[src/rtl/digit_lock_ctrl_if.sv]
// rtl/digit_lock_ctrl_if.sv - strobe/digit inputs and status outputs of the digit lock controller
interface digit_lock_ctrl_if #(
  parameter int NUM_DIGITS = 4,
  parameter int DIGIT_W    = 4,
  parameter int MAX_TRIES  = 3
);
  localparam int IW = $clog2(NUM_DIGITS);
  localparam int FW = $clog2(MAX_TRIES + 1);

  logic                          ent;
  logic                          clr;
  logic                          change;
  logic                          lock;
  logic [DIGIT_W-1:0]            sw;
  logic                          unlocked;
  logic                          locked_out;
  logic [2:0]                    state;
  logic [IW-1:0]                 digit_idx;
  logic [NUM_DIGITS*DIGIT_W-1:0] entry_buf;
  logic [FW-1:0]                 fail_cnt;
  logic                          ok_p;
  logic                          err_p;

  modport master (
    output ent, clr, change, lock, sw,
    input  unlocked, locked_out, state, digit_idx, entry_buf, fail_cnt, ok_p, err_p
  );

  modport slave (
    input  ent, clr, change, lock, sw,
    output unlocked, locked_out, state, digit_idx, entry_buf, fail_cnt, ok_p, err_p
  );
endinterface

[src/rtl/digit_lock_ctrl.sv]
// rtl/digit_lock_ctrl.sv - N-digit lock FSM with lockout, relock and code change (DIGIT_LOCK_CONFIRM_EN adds confirm step)
module digit_lock_ctrl #(
  parameter int NUM_DIGITS     = 4,
  parameter int DIGIT_W        = 4,
  parameter int MAX_TRIES      = 3,
  parameter int LOCKOUT_CYCLES = 16,
  parameter logic [NUM_DIGITS*DIGIT_W-1:0] DEFAULT_CODE = '0
) (
  input logic              clk,
  input logic              rst,
  digit_lock_ctrl_if.slave bus
);
  localparam int IW = $clog2(NUM_DIGITS);
  localparam int FW = $clog2(MAX_TRIES + 1);
  localparam int TW = $clog2(LOCKOUT_CYCLES + 1);
  localparam int CW = NUM_DIGITS * DIGIT_W;

  typedef enum logic [2:0] {
    S_IDLE    = 3'd0,
    S_ENTRY   = 3'd1,
    S_CHECK   = 3'd2,
    S_OPEN    = 3'd3,
    S_NEW     = 3'd4,
    S_CONFIRM = 3'd5,
    S_LOCKOUT = 3'd6
  } state_t;

  state_t        state_q, state_n;
  logic [CW-1:0] code_q, code_n;
  logic [CW-1:0] entry_q, entry_n;
  logic [IW-1:0] idx_q, idx_n;
  logic [FW-1:0] fail_q, fail_n;
  logic [TW-1:0] timer_q, timer_n;
  logic          ok_q, ok_n;
  logic          err_q, err_n;
  logic [CW-1:0] captured;
  logic [FW-1:0] fail_inc;
  logic          last;
  logic          a_clr, a_lock, a_change, a_ent;
`ifdef DIGIT_LOCK_CONFIRM_EN
  logic [CW-1:0] pending_q, pending_n;
`endif

  // One strobe acts per cycle: clr > lock > change > ent
  assign a_clr    = bus.clr;
  assign a_lock   = bus.lock & ~bus.clr;
  assign a_change = bus.change & ~bus.lock & ~bus.clr;
  assign a_ent    = bus.ent & ~bus.change & ~bus.lock & ~bus.clr;
  assign last     = (idx_q == IW'(NUM_DIGITS - 1));
  assign fail_inc = fail_q + FW'(1);

  always_ff @(posedge clk) begin
    if (!rst) begin
      state_q <= S_IDLE;
      code_q  <= DEFAULT_CODE;
      entry_q <= '0;
      idx_q   <= '0;
      fail_q  <= '0;
      timer_q <= '0;
      ok_q    <= 1'b0;
      err_q   <= 1'b0;
`ifdef DIGIT_LOCK_CONFIRM_EN
      pending_q <= '0;
`endif
    end else begin
      state_q <= state_n;
      code_q  <= code_n;
      entry_q <= entry_n;
      idx_q   <= idx_n;
      fail_q  <= fail_n;
      timer_q <= timer_n;
      ok_q    <= ok_n;
      err_q   <= err_n;
`ifdef DIGIT_LOCK_CONFIRM_EN
      pending_q <= pending_n;
`endif
    end
  end

  always_comb begin
    captured = entry_q;
    for (int i = 0; i < NUM_DIGITS; i++) begin
      if (idx_q == IW'(i)) captured[(NUM_DIGITS-1-i)*DIGIT_W +: DIGIT_W] = bus.sw;
    end
  end

  always_comb begin
    state_n = state_q;
    code_n  = code_q;
    entry_n = entry_q;
    idx_n   = idx_q;
    fail_n  = fail_q;
    timer_n = timer_q;
    ok_n    = 1'b0;
    err_n   = 1'b0;
`ifdef DIGIT_LOCK_CONFIRM_EN
    pending_n = pending_q;
`endif
    case (state_q)
      S_IDLE: begin
        if (a_ent) begin
          entry_n = captured;
          idx_n   = idx_q + IW'(1);
          state_n = S_ENTRY;
        end
      end
      S_ENTRY: begin
        if (a_clr) begin
          entry_n = '0;
          idx_n   = '0;
          state_n = S_IDLE;
        end else if (a_ent) begin
          entry_n = captured;
          if (last) begin
            idx_n   = '0;
            state_n = S_CHECK;
          end else begin
            idx_n = idx_q + IW'(1);
          end
        end
      end
      S_CHECK: begin
        entry_n = '0;
        if (entry_q == code_q) begin
          fail_n  = '0;
          ok_n    = 1'b1;
          state_n = S_OPEN;
        end else begin
          err_n  = 1'b1;
          fail_n = fail_inc;
          if (fail_inc == FW'(MAX_TRIES)) begin
            timer_n = TW'(LOCKOUT_CYCLES - 1);
            state_n = S_LOCKOUT;
          end else begin
            state_n = S_IDLE;
          end
        end
      end
      S_OPEN: begin
        if (a_lock) begin
          state_n = S_IDLE;
        end else if (a_change) begin
          idx_n   = '0;
          state_n = S_NEW;
        end
      end
      S_NEW: begin
        if (a_clr) begin
          entry_n = '0;
          idx_n   = '0;
          state_n = S_OPEN;
        end else if (a_ent) begin
          if (last) begin
            entry_n = '0;
            idx_n   = '0;
`ifdef DIGIT_LOCK_CONFIRM_EN
            pending_n = captured;
            state_n   = S_CONFIRM;
`else
            code_n  = captured;
            ok_n    = 1'b1;
            state_n = S_OPEN;
`endif
          end else begin
            entry_n = captured;
            idx_n   = idx_q + IW'(1);
          end
        end
      end
`ifdef DIGIT_LOCK_CONFIRM_EN
      S_CONFIRM: begin
        if (a_clr) begin
          entry_n   = '0;
          idx_n     = '0;
          pending_n = '0;
          state_n   = S_OPEN;
        end else if (a_ent) begin
          if (last) begin
            entry_n   = '0;
            idx_n     = '0;
            pending_n = '0;
            state_n   = S_OPEN;
            if (captured == pending_q) begin
              code_n = captured;
              ok_n   = 1'b1;
            end else begin
              err_n = 1'b1;
            end
          end else begin
            entry_n = captured;
            idx_n   = idx_q + IW'(1);
          end
        end
      end
`endif
      S_LOCKOUT: begin
        if (timer_q == '0) begin
          fail_n  = '0;
          state_n = S_IDLE;
        end else begin
          timer_n = timer_q - TW'(1);
        end
      end
      default: state_n = S_IDLE;
    endcase
  end

  assign bus.state      = state_q;
  assign bus.unlocked   = (state_q == S_OPEN);
  assign bus.locked_out = (state_q == S_LOCKOUT);
  assign bus.digit_idx  = idx_q;
  assign bus.entry_buf  = entry_q;
  assign bus.fail_cnt   = fail_q;
  assign bus.ok_p       = ok_q;
  assign bus.err_p      = err_q;
endmodule

[src/flat_wrapper.sv]
// flat-port wrapper written by rule: the top's interface ports become plain ports
module digit_lock_ctrl_flat 
#(
  parameter int NUM_DIGITS     = 4,
  parameter int DIGIT_W        = 4,
  parameter int MAX_TRIES      = 3,
  parameter int LOCKOUT_CYCLES = 16,
  parameter logic [NUM_DIGITS*DIGIT_W-1:0] DEFAULT_CODE = '0
)
  (clk, rst, bus_ent, bus_clr, bus_change, bus_lock, bus_sw, bus_unlocked, bus_locked_out, bus_state, bus_digit_idx, bus_entry_buf, bus_fail_cnt, bus_ok_p, bus_err_p);
  digit_lock_ctrl_if #(.NUM_DIGITS(NUM_DIGITS), .DIGIT_W(DIGIT_W), .MAX_TRIES(MAX_TRIES)) bus_i ();
  input logic clk;
  input logic rst;
  input wire logic [$bits(bus_i.ent)-1:0] bus_ent;
  input wire logic [$bits(bus_i.clr)-1:0] bus_clr;
  input wire logic [$bits(bus_i.change)-1:0] bus_change;
  input wire logic [$bits(bus_i.lock)-1:0] bus_lock;
  input wire logic [$bits(bus_i.sw)-1:0] bus_sw;
  output wire logic [$bits(bus_i.unlocked)-1:0] bus_unlocked;
  output wire logic [$bits(bus_i.locked_out)-1:0] bus_locked_out;
  output wire logic [$bits(bus_i.state)-1:0] bus_state;
  output wire logic [$bits(bus_i.digit_idx)-1:0] bus_digit_idx;
  output wire logic [$bits(bus_i.entry_buf)-1:0] bus_entry_buf;
  output wire logic [$bits(bus_i.fail_cnt)-1:0] bus_fail_cnt;
  output wire logic [$bits(bus_i.ok_p)-1:0] bus_ok_p;
  output wire logic [$bits(bus_i.err_p)-1:0] bus_err_p;
  assign bus_i.ent = bus_ent;
  assign bus_i.clr = bus_clr;
  assign bus_i.change = bus_change;
  assign bus_i.lock = bus_lock;
  assign bus_i.sw = bus_sw;
  assign bus_unlocked = bus_i.unlocked;
  assign bus_locked_out = bus_i.locked_out;
  assign bus_state = bus_i.state;
  assign bus_digit_idx = bus_i.digit_idx;
  assign bus_entry_buf = bus_i.entry_buf;
  assign bus_fail_cnt = bus_i.fail_cnt;
  assign bus_ok_p = bus_i.ok_p;
  assign bus_err_p = bus_i.err_p;
  digit_lock_ctrl #(.NUM_DIGITS(NUM_DIGITS), .DIGIT_W(DIGIT_W), .MAX_TRIES(MAX_TRIES), .LOCKOUT_CYCLES(LOCKOUT_CYCLES), .DEFAULT_CODE(DEFAULT_CODE)) u_core (.clk(clk), .rst(rst), .bus(bus_i));
endmodule
[config.mk]
export PLATFORM = sky130hd
export DESIGN_NAME = digit_lock_ctrl_flat
export DESIGN_NICKNAME = d
export VERILOG_FILES = /design/src/rtl/digit_lock_ctrl_if.sv /design/src/rtl/digit_lock_ctrl.sv /design/src/flat_wrapper.sv
export SDC_FILE = /design/constraint.sdc
export NUM_CORES = 1
export LEC_CHECK = 0
export CORE_MARGIN = 1.5
export CORE_UTILIZATION = 58
export DETAILED_ROUTE_END_ITERATION = 7
export PLACE_DENSITY = 0.84
export SETUP_SLACK_MARGIN = 0.1
export SYNTH_ARGS = -nofsm -noshare
export SYNTH_HDL_FRONTEND = slang
export SYNTH_SLANG_ARGS = --single-unit
export TNS_END_PERCENT = 1
[constraint.sdc]
create_clock -name clk -period 4.7 [get_ports clk]
set_input_delay 0.94 -clock clk [delete_from_list [all_inputs] [get_ports clk]]
set_output_delay 0.94 -clock clk [all_outputs]
set_load 0.02 [all_outputs]
; ---- After elaboration in Yosys (flattened, before gate mapping)
; Cells that the tools add are included.
[classes]
n_reduce_logical = 14
bitwise_logic = 9
n_mux = 43
n_addsub = 3
n_eq_ne = 23
[ops]
columns = cell, n
row1 = 2-to-1 mux 16 bit, 5
row2 = one-hot mux 16 bit (4 select lines), 1
row3 = 2-to-1 mux 3 bit, 12
row4 = one-hot mux 3 bit (6 select lines), 1
row5 = == test 16 bit, 1
row6 = 2-to-1 mux 2 bit, 8
row7 = 2-to-1 mux 4 bit, 4
row8 = 2-to-1 mux 5 bit, 3
row9 = "!= test 3 x 2 -> 1 bit, second input constant", 4
row10 = one-hot mux 5 bit (2 select lines), 1
row11 = "!= test 2 x 1 -> 1 bit, second input constant", 4
row12 = AND reduction 4 bit, 2
row13 = AND reduction 7 bit, 1
row14 = bitwise AND 1 bit, 6
row15 = "== test 2 bit, second input constant", 3
row16 = "== test 3 x 2 -> 1 bit, second input constant", 2
row17 = "== test 3 bit, second input constant", 2
row18 = "!= test 2 bit, second input constant", 3
row19 = "!= test 3 x 1 -> 1 bit, second input constant", 2
row20 = one-hot mux 2 bit (3 select lines), 1
row21 = AND reduction 2 bit, 3
row22 = zero test 5 bit, 1
row23 = 2-to-1 mux 1 bit, 5
row24 = AND reduction 5 bit, 1
row25 = other kinds (13), 16
[totals]
output_inout_bits = 27
in_bits = 10
regBits = 46

; ---- Logic depth before layout (Yosys ltp)
[depth]
ltp_word = 7
mapped_depth = 7
ltp_nobuf = 7

; ---- Worst setup path before layout
; OpenSTA, ideal clock, no wires.
[synth_timing]
path_type = input to register
start = input bus_clr
end = register u_core.code_q[10]
n_path_buf = 1
path_slack_ns = 2.476
setup_ns = 0.086
cell_stages = 6
t_arrival_ns = 2.138
t_required_ns = 4.614
cell_sequence = nor4b_4 -> nand2_1 -> nor4_4 -> buf_6 -> nor2_1 -> a211oi_1
[synth_via]
elab_chain_len = 3
[synth_lines]
columns = item, line_no
row1 = from (decl), flat_wrapper.sv:15  ; input wire logic [$bits(bus_i.clr)-1:0] bus_clr;
row2 = inverter 1 bit (no source line) *, --
row3 = bitwise AND 1 bit, digit_lock_ctrl.sv:48  ; assign a_ent = bus.ent & ~bus.change & ~bus.lock & ~bus.clr;
row4 = AND reduction 4 bit (no source line) *, --
row5 = to (signal assigned), digit_lock_ctrl.sv:67  ; code_q <= code_n;
row6 = to (decl), digit_lock_ctrl.sv:29  ; logic [CW-1:0] code_q, code_n;
; Every way passes the cells marked *; elsewhere a longest branch is shown, timed or not.
; A chain may end at the register's enable or synchronous reset.

; ---- Worst setup path after layout
[layout_timing]
start = register u_core.state_q[2], in the netlist u_core.bus.state[2]
end = output bus_locked_out
[layout_via]
elab_chain_len = 1
[layout_lines]
columns = item, line_no
row1 = from (decl), digit_lock_ctrl.sv:28  ; state_t state_q, state_n;
row2 = from (signal assigned), digit_lock_ctrl.sv:66  ; state_q <= state_n;
row3 = == test 3 bit, digit_lock_ctrl.sv:210  ; assign bus.locked_out = (state_q == S_LOCKOUT);
row4 = to (decl), flat_wrapper.sv:20  ; output wire logic [$bits(bus_i.locked_out)-1:0] bus_locked_out;
; Every way passes these cells.

==> results.txt <==
The flow ran to the end, and the final reports show no timing, DRC or antenna violations. The cell count of the worst hold path is 2. The number of antenna-violating nets in the routed design is 0. The fraction of the cycle the final worst path needs came out at 0.661. Before CTS, the worst setup slack after placement is 1.42 ns.

The total placed instance area is 2870 um2. The pin slew with the least headroom to its limit is 0.696 ns. The combined area of all synthesized cells came out at 2550 um2. Across all register-to-register paths, the minimum setup slack is 2.37 ns. The kind of path behind the tightest hold check is register to register.

The critical register-to-register path startpoint is u_core.bus.state[1]. Post-CTS repair changed the size of 0 cells. TritonCTS created 5 clock buffers. The I/O pin total came out at 37. The startpoint type of the worst setup path is a register. The number of design rule violations left after detail routing is 0. The register bit count reported by yosys came out at 46. The final design area excluding fillers is 2960 um2. CTS saw 46 sinks. The quantity of hold-fixing buffers added after cts came out at 0. The die boundary height is 69.3 um. The share of flip-flops with an asynchronous set or reset is 0. The synthesis-to-layout area growth is 16.3%. The final HPWL from detailed placement is 3930 um. The final count of pins violating max slew is 0. The via count of the first global-routing pass is 1,966. After floorplanning, the core was sized to cover 4120 um2. TritonCTS built the clock tree. The ratio of cells with drive above 1 in the final layout is 0.0516. On the final layout, the worst clock skew is 0.00618 ns. The count of mapped cells out of synthesis came out at 288. The total number of vias came out at 2,215.

The overall global routing resource usage came out at 0.242. The switching power is 0.000168 W. The maximum number of pins on one net before global-route repair is 38. The number of cells on the worst reg-to-reg path came out at 5. The number of enable-type register cells in the synthesized netlist is 0. The critical path is of the register to output pin type. The average footprint of a synthesized cell came out at 8.85 um2.

The final layout contains 326 nets. The number of violations reported at the end of detailed-routing iteration 0 came out at 241. The slowest stage of the critical path is the dfxtp_1 cell. The number of violations of the max-capacitance limit is 0. The initial core utilization came out at 0.619. The setup slack of the critical path after layout came out at 1.59 ns. In the synthesized netlist the dominant register cell turns out to be dfxtp_1. The timing startpoint of the critical path is u_core.bus.state[2]. Of the total power, the share spent switching nets is 0.240.

The share of power burned in registers is 0.564. The worst setup path is captured at an output pin. The cell count after placement came out at 352. Setup total negative slack on the finished layout was measured at 0 ns. The total of endpoints with negative setup slack in the final report came out at 0.

The relative slew slack is 0.529. Traced cell by cell, the critical path runs through inv_1 -> nor2_1 -> clkdlybuf4s50_1. Of all nets on the critical path, the largest fanout is 19. The number of antenna violations at the first check in global routing came to 0. The source-to-sink clock delay at the later pin of the worst-skew pair came out at 0.30 ns. The combinational power share is 0.076.

The count of antenna diodes in the layout is 0. Clock-pin slew was measured on the worst setup and hold paths at 0.08 ns. The die covers 4800 um2.

Excluding fillers, the count of instances in the completed layout stands at 360. The shortest clock period the worst path allows after layout is 3.11 ns. The worst min-delay path startpoint is u_core.code_q[13]. The final weighted congestion in routability-driven placement is 0.806. The maximum single-stage delay on the critical path is 0.71 ns.

The share of the yosys chip area belonging to registers is 0.361. STA puts the critical path data arrival time at 2.17 ns. The global-route wire length before repair came out at 9630 um. In the final layout, the multi-input gates occupy 1460 um2.

The maximum vdd drop is 223 uV. The maximum achievable frequency is 0.322 GHz. Broken down by cell family, the worst path's largest delay share belongs to buffers and inverters.

The synthesized netlist net count is 305. The tree is rooted in a clkbuf_8. Wires add up to 5850 um. The total of warnings raised by yosys is 0. The number of setup buffers added after CTS is 0.

Setup repair after global routing left no endpoint under its margin. For this run the aggregate overflow at the end of global routing stands at 0. Power spread over the standard cell area amounts to 235 nW/um2. The floorplan row count is 23. Across the whole layout, storage elements account for 921 um2. The number of buffer and inverter stages on the critical path is 2. The part of the total power dissipated in the clock network came out at 0.360. The commonest cells after synthesis are 46 x dfxtp_1, 44 x nor2_1, 18 x a211oi_1, 18 x a32oi_1. By area the synthesized netlist is led by dfxtp_1 36%, nor2_1 6.5%, mux2i_1 6.3%, a32oi_1 6.2%, xor2_1 5.5%. The biggest area contributor in the post-synthesis netlist is dfxtp_1. The terminating pin of the worst hold path is u_core.code_q[13]. The CTS H-tree depth came out at 2. The total chip power came out at 0.000697 W.

STA puts the critical path data required time at 3.76 ns. The endpoint identified for the worst register-to-register timing path is u_core.timer_q[4]. The post-detailed-route wirelength per cell is 16.2 um.

The number of hold violations in the final report is 0. For this design the static power due to leakage is 1.08 nW. The detailed-routing iteration count for the pre-antenna-repair pass came out at 4. The number of filler cells placed in the layout came out at 343.

The per-cell via count in the routed design is 6.15. The internal power came out at 0.000530 W. The horizontal die dimension came out at 69.3 um. The most frequent cell after synthesis is dfxtp_1. The top cell type's share of synthesized area is 0.361.

Input and output buffers added on the ports amount to 36. The worst-case clock buffer depth came out at 2. Yosys mapped the design onto 52 distinct sky130hd cell types.
## state kept, by name, summed over array words and instances, names as in the netlist
| signal | flops |
|---|---|
| u_core.bus.digit_idx | 2 |
| u_core.bus.state | 3 |
| u_core.code_q | 16 |
| u_core.bus.entry_buf | 16 |
| u_core.timer_q | 5 |
| u_core.bus.err_p | 1 |
| u_core.bus.fail_cnt | 2 |
| u_core.bus.ok_p | 1 |
## layout make-up
type                    instances  share of cell area
clock inverters                 1             0.00169
repair buffers                 38               0.127
flip-flops and latches         46               0.311
well taps                      50              0.0211
clock buffers                   7              0.0291
multi-input cells             205               0.494
inverters                      13              0.0165
## metrics by stage
stage | hold slack (ns) | util
global placement | 0.497 | 0.698
detailed placement | 0.502 | 0.698
finish | 0.513 | 0.720
floorplan | 0.489 | -
global route | 0.544 | 0.720
CTS | 0.514 | 0.720
## power groups by stage
stage          Clock, W  Combinational (W)  Sequential, W
6_report       0.000251          0.0000526       0.000393
5_1_grt        0.000272          0.0000564       0.000394
4_1_cts        0.000255          0.0000521       0.000393
3_5_place_dp          0          0.0000518       0.000402
3_3_place_gp          0          0.0000518       0.000402
2_1_floorplan         0          0.0000325       0.000403
## logic make-up after synthesis
| kind of cell | Yosys count | synth area share |
|---|---|---|
| AND/OR/NAND/NOR | 85 | 0.170 |
| AO/OA/AOI/OAI | 78 | 0.241 |
| flip-flops | 46 | 0.361 |
| buffers and inverters | 37 | 0.0639 |
| XOR/XNOR | 18 | 0.0619 |
| multiplexers | 17 | 0.0673 |
| adder cells (fa/ha/maj) | 7 | 0.0344 |
## worst max-delay path by stage
stage,endpoint,slack (ns),depth (start not counted)
6_report,bus_locked_out,1.59,3
5_1_grt,bus_locked_out,1.47,3
4_1_cts,bus_locked_out,1.61,3
3_5_place_dp,u_core.bus.entry_buf[8],1.42,6
3_3_place_gp,u_core.bus.entry_buf[11],1.54,6
2_1_floorplan,u_core.code_q[10],2.48,6
## routing by layer
metal | routed length [um] | global-route usage | vias to the layer above
li1 | - | - | 1097
met1 | 2750 | 0.328 | 1041
met3 | 302 | 0.0538 | 12
met2 | 2680 | 0.384 | 65
met5 | 0 | 0 | -
met4 | 114 | 0.0763 | 0
## tightest hold or removal path, stage by stage, from the launching register on
cell,delay [ns]
dfxtp_1,0.32
nor2_1,0.10
a211oi_1,0.05
## cells in the final DEF, fill, tap and decap left out, drive strengths merged, types with 2 or more instances in the layout
master          n
a2111oi         2
a211oi         19
a21oi           9
a311oi          2
a32oi          18
and2            2
and3            3
buf             2
clkbuf          7
clkdlybuf4s50  36
dfxtp          46
ha              7
inv            13
mux2i          16
nand2           9
nand2b          2
nand3           4
nor2           45
nor3            4
nor4            8
nor4b           2
o21a            3
o21ai           8
o31ai           5
xnor2           2
xor2           16
(Power assumes the default switching activity.)
